### config.mk
export PLATFORM = sky130hd
export DESIGN_NAME = postprocess_reg
export DESIGN_NICKNAME = d
export VERILOG_FILES = /design/src/rtl/postprocess_reg.sv
export SDC_FILE = /design/constraint.sdc
export NUM_CORES = 1
export LEC_CHECK = 0
export BUFFER_PORTS_ARGS = -buffer_cell sky130_fd_sc_hd__buf_2
export CAP_MARGIN = 30
export CORE_MARGIN = 10
export CORE_UTILIZATION = 38
export CTS_CLUSTER_SIZE = 24
export DETAILED_ROUTE_END_ITERATION = 8
export SKIP_CTS_REPAIR_TIMING = 1
export SLEW_MARGIN = 20
export SYNTH_ARGS = -nofsm -noshare
export SYNTH_HDL_FRONTEND = slang
export SYNTH_SLANG_ARGS = --single-unit
export TNS_END_PERCENT = 20
### constraint.sdc
create_clock -name clk -period 4.2 [get_ports clk]
set_input_delay 0.21 -clock clk [delete_from_list [all_inputs] [get_ports clk]]
set_output_delay 0.21 -clock clk [all_outputs]
set_load 0.05 [all_outputs]
### src/rtl/postprocess_reg.sv
// postprocess_reg: result-side output stage of the 4-bit ALU datapath.
// Captures the adder sum together with Z/N/C/V flags derived from the
// operands that fed the adder, and buffers up to two results in a small
// queue with valid/ready handshakes on both the producer and consumer side.
// A sticky overflow bit records any accepted result that overflowed.

module postprocess_reg #(
   parameter int W     = 4,
   parameter int DEPTH = 2
) (
   input  logic         clk,
   input  logic         reset,
   output logic         InReady,
   output logic         OutValid,
   output logic [W-1:0] Result,
   output logic [3:0]   Flags,
   output logic         StickyV,
   input  logic         InValid,
   input  logic [W-1:0] Sum,
   input  logic         Cout,
   input  logic [W-1:0] AMod,
   input  logic [W-1:0] BMod,
   input  logic [2:0]   Op,
   input  logic         OutReady,
   input  logic         ClrSticky
);

   // One stored entry is the sum with its flags packed below it.
   localparam int EW = W + 4;

   typedef enum logic [1:0] {
      ST_EMPTY = 2'b00,
      ST_ONE   = 2'b01,
      ST_TWO   = 2'b10
   } state_t;

   // Flag rule for one adder result: {Z, N, C, V}.
   // Subtraction reports borrow, so the carry sense is inverted for Op=001.
   function automatic logic [3:0] calc_flags(
      input logic [W-1:0] sum_i,
      input logic         cout_i,
      input logic [W-1:0] a_i,
      input logic [W-1:0] b_i,
      input logic [2:0]   op_i
   );
      logic z_v;
      logic n_v;
      logic c_v;
      logic v_v;
      z_v = (sum_i == {W{1'b0}});
      n_v = sum_i[W-1];
      c_v = (op_i == 3'b001) ? ~cout_i : cout_i;
      v_v = (a_i[W-1] == b_i[W-1]) & (sum_i[W-1] != a_i[W-1]);
      return {z_v, n_v, c_v, v_v};
   endfunction

   state_t          state_q;
   state_t          state_d;
   logic [EW-1:0]   slot_q [DEPTH];
   logic [EW-1:0]   slot_d [DEPTH];
   logic            sticky_q;
   logic            sticky_d;

   logic            out_valid_s;
   logic            in_ready_s;
   logic            accept_s;
   logic            pop_s;
   logic [3:0]      in_flags_s;
   logic [EW-1:0]   in_entry_s;

   // Handshake decode and the entry the producer is offering this cycle.
   always_comb begin
      accept_s   = InValid & in_ready_s;
      pop_s      = out_valid_s & OutReady;
      in_flags_s = calc_flags(Sum, Cout, AMod, BMod, Op);
      in_entry_s = {Sum, in_flags_s};
   end

   // State register: the registered entry count.
   always_ff @(posedge clk) begin
      if (reset) begin
         state_q <= ST_EMPTY;
      end else begin
         state_q <= state_d;
      end
   end

   // Next-state logic; accept and pop together in ONE keeps the count at one.
   always_comb begin
      state_d = state_q;
      case (state_q)
         ST_EMPTY: begin
            if (accept_s) begin
               state_d = ST_ONE;
            end else begin
               state_d = ST_EMPTY;
            end
         end
         ST_ONE: begin
            if (accept_s && !pop_s) begin
               state_d = ST_TWO;
            end else if (pop_s && !accept_s) begin
               state_d = ST_EMPTY;
            end else begin
               state_d = ST_ONE;
            end
         end
         ST_TWO: begin
            if (pop_s) begin
               state_d = ST_ONE;
            end else begin
               state_d = ST_TWO;
            end
         end
         default: begin
            state_d = ST_EMPTY;
         end
      endcase
   end

   // Output decode: handshake signals come straight from the registered state.
   always_comb begin
      out_valid_s = 1'b0;
      in_ready_s  = 1'b1;
      case (state_q)
         ST_EMPTY: begin
            out_valid_s = 1'b0;
            in_ready_s  = 1'b1;
         end
         ST_ONE: begin
            out_valid_s = 1'b1;
            in_ready_s  = 1'b1;
         end
         ST_TWO: begin
            out_valid_s = 1'b1;
            in_ready_s  = 1'b0;
         end
         default: begin
            out_valid_s = 1'b0;
            in_ready_s  = 1'b1;
         end
      endcase
   end

   // Queue storage update: slot 0 is always the head presented downstream,
   // slot 1 holds the second entry. The head is left untouched on a plain pop
   // so the last popped value remains visible while empty.
   always_comb begin
      slot_d[0] = slot_q[0];
      slot_d[1] = slot_q[1];
      case (state_q)
         ST_EMPTY: begin
            if (accept_s) begin
               slot_d[0] = in_entry_s;
            end else begin
               slot_d[0] = slot_q[0];
            end
         end
         ST_ONE: begin
            if (accept_s && pop_s) begin
               slot_d[0] = in_entry_s;
            end else if (accept_s) begin
               slot_d[1] = in_entry_s;
            end else begin
               slot_d[0] = slot_q[0];
            end
         end
         ST_TWO: begin
            if (pop_s) begin
               slot_d[0] = slot_q[1];
            end else begin
               slot_d[0] = slot_q[0];
            end
         end
         default: begin
            slot_d[0] = slot_q[0];
            slot_d[1] = slot_q[1];
         end
      endcase
   end

   // Sticky overflow: an overflowing accept takes priority over a clear.
   always_comb begin
      if (accept_s && in_flags_s[0]) begin
         sticky_d = 1'b1;
      end else if (ClrSticky) begin
         sticky_d = 1'b0;
      end else begin
         sticky_d = sticky_q;
      end
   end

   // Data registers: queue slots and sticky flag, all cleared by reset.
   always_ff @(posedge clk) begin
      if (reset) begin
         slot_q[0] <= {EW{1'b0}};
         slot_q[1] <= {EW{1'b0}};
         sticky_q  <= 1'b0;
      end else begin
         slot_q[0] <= slot_d[0];
         slot_q[1] <= slot_d[1];
         sticky_q  <= sticky_d;
      end
   end

   assign OutValid = out_valid_s;
   assign InReady  = in_ready_s;
   assign Result   = slot_q[0][EW-1:4];
   assign Flags    = slot_q[0][3:0];
   assign StickyV  = sticky_q;

   postprocess_reg_chk #(
      .W (W)
   ) u_chk (
      .clk      (clk),
      .reset    (reset),
      .InReady  (InReady),
      .OutValid (OutValid),
      .OutReady (OutReady),
      .Result   (Result),
      .Flags    (Flags)
   );

endmodule

// Protocol properties of the output stage.
module postprocess_reg_chk #(
   parameter int W = 4
) (
   input logic         clk,
   input logic         reset,
   input logic         InReady,
   input logic         OutValid,
   input logic         OutReady,
   input logic [W-1:0] Result,
   input logic [3:0]   Flags
);

   // The queue can never be both full and empty.
   a_not_stuck: assert property (@(posedge clk) disable iff (reset)
      (InReady || OutValid));

   // A reset always leaves the queue empty and ready.
   a_reset_empty: assert property (@(posedge clk)
      reset |=> (!OutValid && InReady));

   // A stalled head keeps its data.
   a_head_stable: assert property (@(posedge clk)
      $past(OutValid && !OutReady && !reset) |-> ($stable(Result) && $stable(Flags)));

endmodule

* Word level (Yosys, flattened, before mapping)
Memories as Yosys holds them, arrays and structs flattened.
Index checks and enable logic that the tools add are counted.
** Storage, ports and cells
- Word-level logic and storage cells :: 46
- ROM bits :: 0
- Latch bits :: 0
- Bits in writable memories :: 16
- Memories kept :: 1
- Flip-flop bits (word level) :: 3
** Memories
- slot_q :: depth 2, width 8, rd ports 2, clocked after Yosys merged registers in 0, write ports 2, RTL line 59 : logic [EW-1:0] slot_q [DEPTH];
** Cells by class
- Equal/unequal tests :: 5
- Bitwise operators :: 6
- Multiply operators :: 0
- Reductions and logical operators :: 10
- Order comparisons :: 0
- Divide/modulo/power cells :: 0
- $add $sub $neg :: 0
- Muxes and demuxes :: 22
- Shift operators :: 0
** Operator list (count)
- $mux W8 :: 8
- $pmux W8 S3 :: 1
- $mux W1 :: 10
- $pmux W2 S3 :: 1
- $logic_and A1 B1 Y1 :: 4
- $logic_not A4 Y1 :: 1
- $mux W2 :: 2
- $and A1 B1 Y1 :: 3
- $eq A3 B1 Y1 const B :: 1
- $eq A2 B1 Y1 const B :: 1
- $eq A2 B2 Y1 const B :: 1
- $logic_not A1 Y1 :: 2
- $logic_not A2 Y1 :: 1
- $or A1 B1 Y1 :: 2
- $reduce_bool A2 Y1 :: 1
- $reduce_or A2 Y1 :: 1
- $eq A1 B1 Y1 :: 1
- $ne A1 B1 Y1 :: 1
- $not A1 Y1 :: 1

* Longest topological paths before layout
- Depth in word-level cells :: 8
- Gate-level depth with buffers :: 7
- Gate-level depth less buffers :: 6

* Least setup slack after synthesis
Ideal clock, no wire load.
- Kind :: reg-to-reg
- Start point :: register state_q[0]
- End point :: memory slot_q[0][2] (netlist name)
- Arrival :: 1.771 ns
- Cell stages (with the launch flop) :: 8
- Slack :: 2.338 ns
- Data required time :: 4.109 ns
- Clock period less this slack :: 1.862 ns
- Cell sequence :: dfxtp_1 > inv_1 > ha_1 > nand2_1 > o21ai_1 > buf_6 > a21oi_1 > a311oi_1
** RTL lines
- start, declared :: RTL line 57 : state_t state_q;
- start signal, assigned :: RTL line 84 : state_q <= state_d;
- end, declared :: RTL line 59

==> impl_summary.txt <==
----------------------------------------------------
[Pwr]
  Net switching power ... about 0.00015 W
  Clock Power Share ... 0.212
  Switching share of power ... 0.369
  Largest voltage drop on the vdd net ... about 0.19 mV
  Post-layout total power ... between 0.0003 and 0.0004 W
  Internal power of the cells ... 0.000251 W
  Register share of total power ... 0.457
  Relative contribution of combinational cells to total power ... 0.330
  Power Dens Cells ... about 390 nW/µm²
  Leakage power summed over all cells ... between 0.4 and 0.5 nW

[Critical path]
  Slowest cell on the critical path ... sky130_fd_sc_hd__o21ai_1
  Worst Path Max Fanout ... 12
  Startpoint of the most critical register-to-register path ... state_q[0]
  Type of element capturing the critical path ... register
  Critical path launch point type ... register
  Type of the worst setup path ... reg -> reg
  CP Launch Point ... state_q[0]
  Buffer and inverter count on the worst path ... 1
  WP data required ... 4.40 ns
  CP cell instances ... inv_1 > ha_1 > nand2b_1 > o21ai_1 > a21oi_1 > a311oi_1
  Worst path arrival time ... ~2.4 ns
  Largest stage delay, worst path ... 0.60 ns
  Cell family with most CP delay ... compound AO/OA/AOI/OAI gates

[Yosys]
  Post-Syn Instances ... between 100 and 150
  Synthesized area divided by synthesized cell count ... 9.30 µm²
  Number of synthesis warnings ... 0
  Synthesized cell area ... between 900 and 1000 µm²
  Post-synthesis sequential area ratio ... 0.362
  Post-synthesis cell type count ... 30
  Synth Net Count ... roughly 130
  Count of state elements after synthesis ... 17

[Clock tree]
  Clock network latency to the later pin of the worst-skew pair ... about 0.28 ns
  Library cell used as clock root buffer ... sky130_fd_sc_hd__clkbuf_4
  Number of buffers created by CTS ... 3
  H-Tree Level Count ... 1
  Clock sink total ... 17
  CTS tree ... yes
  Deepest clock path buffer count ... 2
  Clock-pin slew of the registers on the worst-case setup and hold paths ... approximately 0.1 ns

[Cells and area]
  Layout Cell Area excl Fill ... around 1000 µm²
  Number of nets in the layout ... around 140
  Number of antenna cells inserted ... 0
  Layout filler cell count ... around 230
  Layout cells sized above 1 ... 0.274
  Synth-to-layout area growth ... 9.85%

[Route]
  Drt via density ... about 5
  DRT Wirelength ... approximately 1900 µm
  Final ANT Viol Nets ... 0
  Via count ... ~750
  Average wire per cell in the routed design ... 13.3 µm
  Number of search-and-repair iterations in the first detailed-routing pass ... 4
  Remaining DRCs ... 0
  First-iteration detailed-routing DRC count ... 43

[Die]
  Core box area ... approximately 2300 µm²
  Num ports ... 32
  Floorplan die height ... 69.7 µm
  Standard-cell rows ... 17
  Horizontal die dimension ... about 70 µm
  Initial core utilization ... 0.413
  Full die area ... between 4000 and 5000 µm²

[Min path]
  Startpoint of the most critical hold path ... Sum[2]
  Hold crit path type ... in -> reg

[STA]
  Number of max-slew violations in the final report ... 0
  Worst Max-Slew Pin Slew ... ~0.73 ns
  Setup slack of the critical path after layout ... slightly above 2 ns
  Final worst hold slack ... between 0.15 and 0.2 ns
  Tightest slew margin relative to the limit ... 0.508
  Maximum clock frequency ... ~460 MHz
  Unrepaired setup endpoints after global routing ... false
  Final worst path period need ... 2.16 ns
  Number of hold-slack violations in the final timing report ... 0
  Setup_tns ... 0 ns
  Setup violation total in the final timing report ... 0
  Clock skew after layout ... between 0.004 and 0.005 ns
  Final period utilization ... 0.514

[Global routing]
  Global Route Usage Sum ... 0.0799
  Number of global-route vias before repair ... about 730
  Number of antenna violations at the first check in global routing ... 0
  Global route total overflow ... 0
  First-pass GRT wire length ... ~3300 µm
  Largest net degree at the start of global routing ... 19

[Placement]
  Quantity of I/O buffers inserted on ports ... 25
  Post-placement worst setup slack ... about 2.0 ns
  Post-place instance area ... approximately 1000 µm²
  HPWL after detailed placement ... between 1500 and 2000 µm
  Final estimated routing congestion in global placement ... about 0.75

[Run status]
  Result of the run ... completed

[Run]
  Number of max-capacitance violations reported ... 0

----------------------------------------------------
-- state kept, by name, summed over array words and instances (netlist names) --
| name | cells |
|---|---|
| slot_q | 14 |
| state_q | 2 |
| StickyV | 1 |
-- area by class of cell --
class                           count  area [µm²]  share of cell area
Inverter                            4        15.0              0.0145
Clock inverter                      1        5.00             0.00485
Sequential cell                    17         340               0.330
Multi-Input combinational cell     67         489               0.474
Tap cell                           28        35.0              0.0339
Clock buffer                        3        22.5              0.0218
Timing Repair Buffer               25         125               0.121
-- layer usage --
| metal | GRT usage | part of all wire | vias to the layer above |
|---|---|---|---|
| met5 | 0 | 0 | - |
| met4 | 0.0326 | 0.011 | 0 |
| met3 | 0.0314 | 0.075 | 2 |
| met2 | 0.116 | 0.42 | 24 |
| met1 | 0.102 | 0.50 | 333 |
| li1 | - | - | 386 |
-- Yosys cell counts, drive strengths merged --
| cell type | count | area (µm²) |
|---|---|---|
| a21oi | 8 | 40.0 |
| nor2b | 4 | 25.0 |
| nand2b | 3 | 18.8 |
| nor2 | 8 | 30.0 |
| o41ai | 1 | 8.76 |
| o21a | 1 | 7.51 |
| a32oi | 1 | 8.76 |
| o22ai | 1 | 6.26 |
| nand3 | 1 | 10.0 |
| inv | 4 | 15.0 |
| a21o | 1 | 7.51 |
| a311oi | 5 | 43.8 |
| a211oi | 3 | 27.5 |
| xor2 | 1 | 8.76 |
| o2111ai | 1 | 8.76 |
| mux2i | 12 | 120 |
| o21ai | 5 | 25.0 |
| dfxtp | 17 | 340 |
| nor3b | 2 | 15.0 |
| a211o | 1 | 10.0 |
| buf | 12 | 91.3 |
| nand2 | 3 | 11.3 |
| clkbuf | 1 | 3.75 |
| nor4 | 1 | 6.26 |
| ha | 4 | 50.1 |
-- per-stage QoR --
stage                      util  std cells
after floorplan               -        101
after CTS                 0.454        145
after global placement    0.441        141
after global routing      0.454        145
final                     0.454        145
after detailed placement  0.441        141
-- logic make-up (layout without fill, tap and decap cells) --
family | Yosys count | after routing | share of synthesized area
AO/OA/AOI/OAI | 28 | 28 | 0.206
AND/OR/NAND/NOR | 22 | 22 | 0.124
flip-flops | 17 | 17 | 0.362
buffers and inverters | 17 | 33 | 0.117
multiplexers | 12 | 12 | 0.128
adder cells (fa/ha/maj) | 4 | 4 | 0.0533
XOR/XNOR | 1 | 1 | 0.00932
-- worst min-delay path: stages --
cell and delay [ns]:
sky130_fd_sc_hd__buf_2 0.10, sky130_fd_sc_hd__mux2i_1 0.06, sky130_fd_sc_hd__nor2_1 0.07
-- power groups by stage --
| stage | clock, W | combinational [W] | sequential [W] |
|---|---|---|---|
| finish | 0.0000844 | 0.000132 | 0.000182 |
| global route | 0.0000980 | 0.000144 | 0.000184 |
| CTS | 0.0000907 | 0.000133 | 0.000182 |
| detailed placement | 0 | 0.000133 | 0.000186 |
| global placement | 0 | 0.000132 | 0.000185 |
| floorplan | 0 | 0.000121 | 0.000186 |
-- worst paths after layout --
path / end / slack [ns] / depth (start not counted)
worst max register to register: slot_q[0][6] / 2.04 / 6
worst min register to register: slot_q[0][9] / 0.47 / 2
worst min-delay path: slot_q[0][14] / 0.19 / 3
worst max-delay path: slot_q[0][6] / 2.04 / 6
-- cells in the final DEF, fill, tap and decap left out --
| master | instances |
|---|---|
| sky130_fd_sc_hd__a311oi_1 | 5 |
| sky130_fd_sc_hd__o41ai_1 | 1 |
| sky130_fd_sc_hd__a32oi_1 | 1 |
| sky130_fd_sc_hd__o21ai_0 | 4 |
| sky130_fd_sc_hd__a21oi_1 | 8 |
| sky130_fd_sc_hd__a211o_2 | 1 |
| sky130_fd_sc_hd__o21ai_1 | 1 |
| sky130_fd_sc_hd__xor2_1 | 1 |
| sky130_fd_sc_hd__o21a_1 | 1 |
| sky130_fd_sc_hd__a21o_1 | 1 |
| sky130_fd_sc_hd__clkinv_2 | 1 |
| sky130_fd_sc_hd__o22ai_1 | 1 |
| sky130_fd_sc_hd__o2111ai_1 | 1 |
| sky130_fd_sc_hd__inv_1 | 4 |
| sky130_fd_sc_hd__ha_1 | 4 |
| sky130_fd_sc_hd__clkbuf_4 | 3 |
| sky130_fd_sc_hd__a211oi_2 | 1 |
| sky130_fd_sc_hd__nor2_1 | 8 |
| sky130_fd_sc_hd__nor2b_1 | 4 |
| sky130_fd_sc_hd__mux2i_1 | 12 |
| sky130_fd_sc_hd__a211oi_1 | 2 |
| sky130_fd_sc_hd__nand3_2 | 1 |
| sky130_fd_sc_hd__buf_2 | 25 |
| sky130_fd_sc_hd__nor4_1 | 1 |
| sky130_fd_sc_hd__nand2b_1 | 3 |
| sky130_fd_sc_hd__nor3b_1 | 2 |
| sky130_fd_sc_hd__dfxtp_1 | 17 |
| sky130_fd_sc_hd__nand2_1 | 3 |
Note: power is estimated with default switching activity, not from simulation.
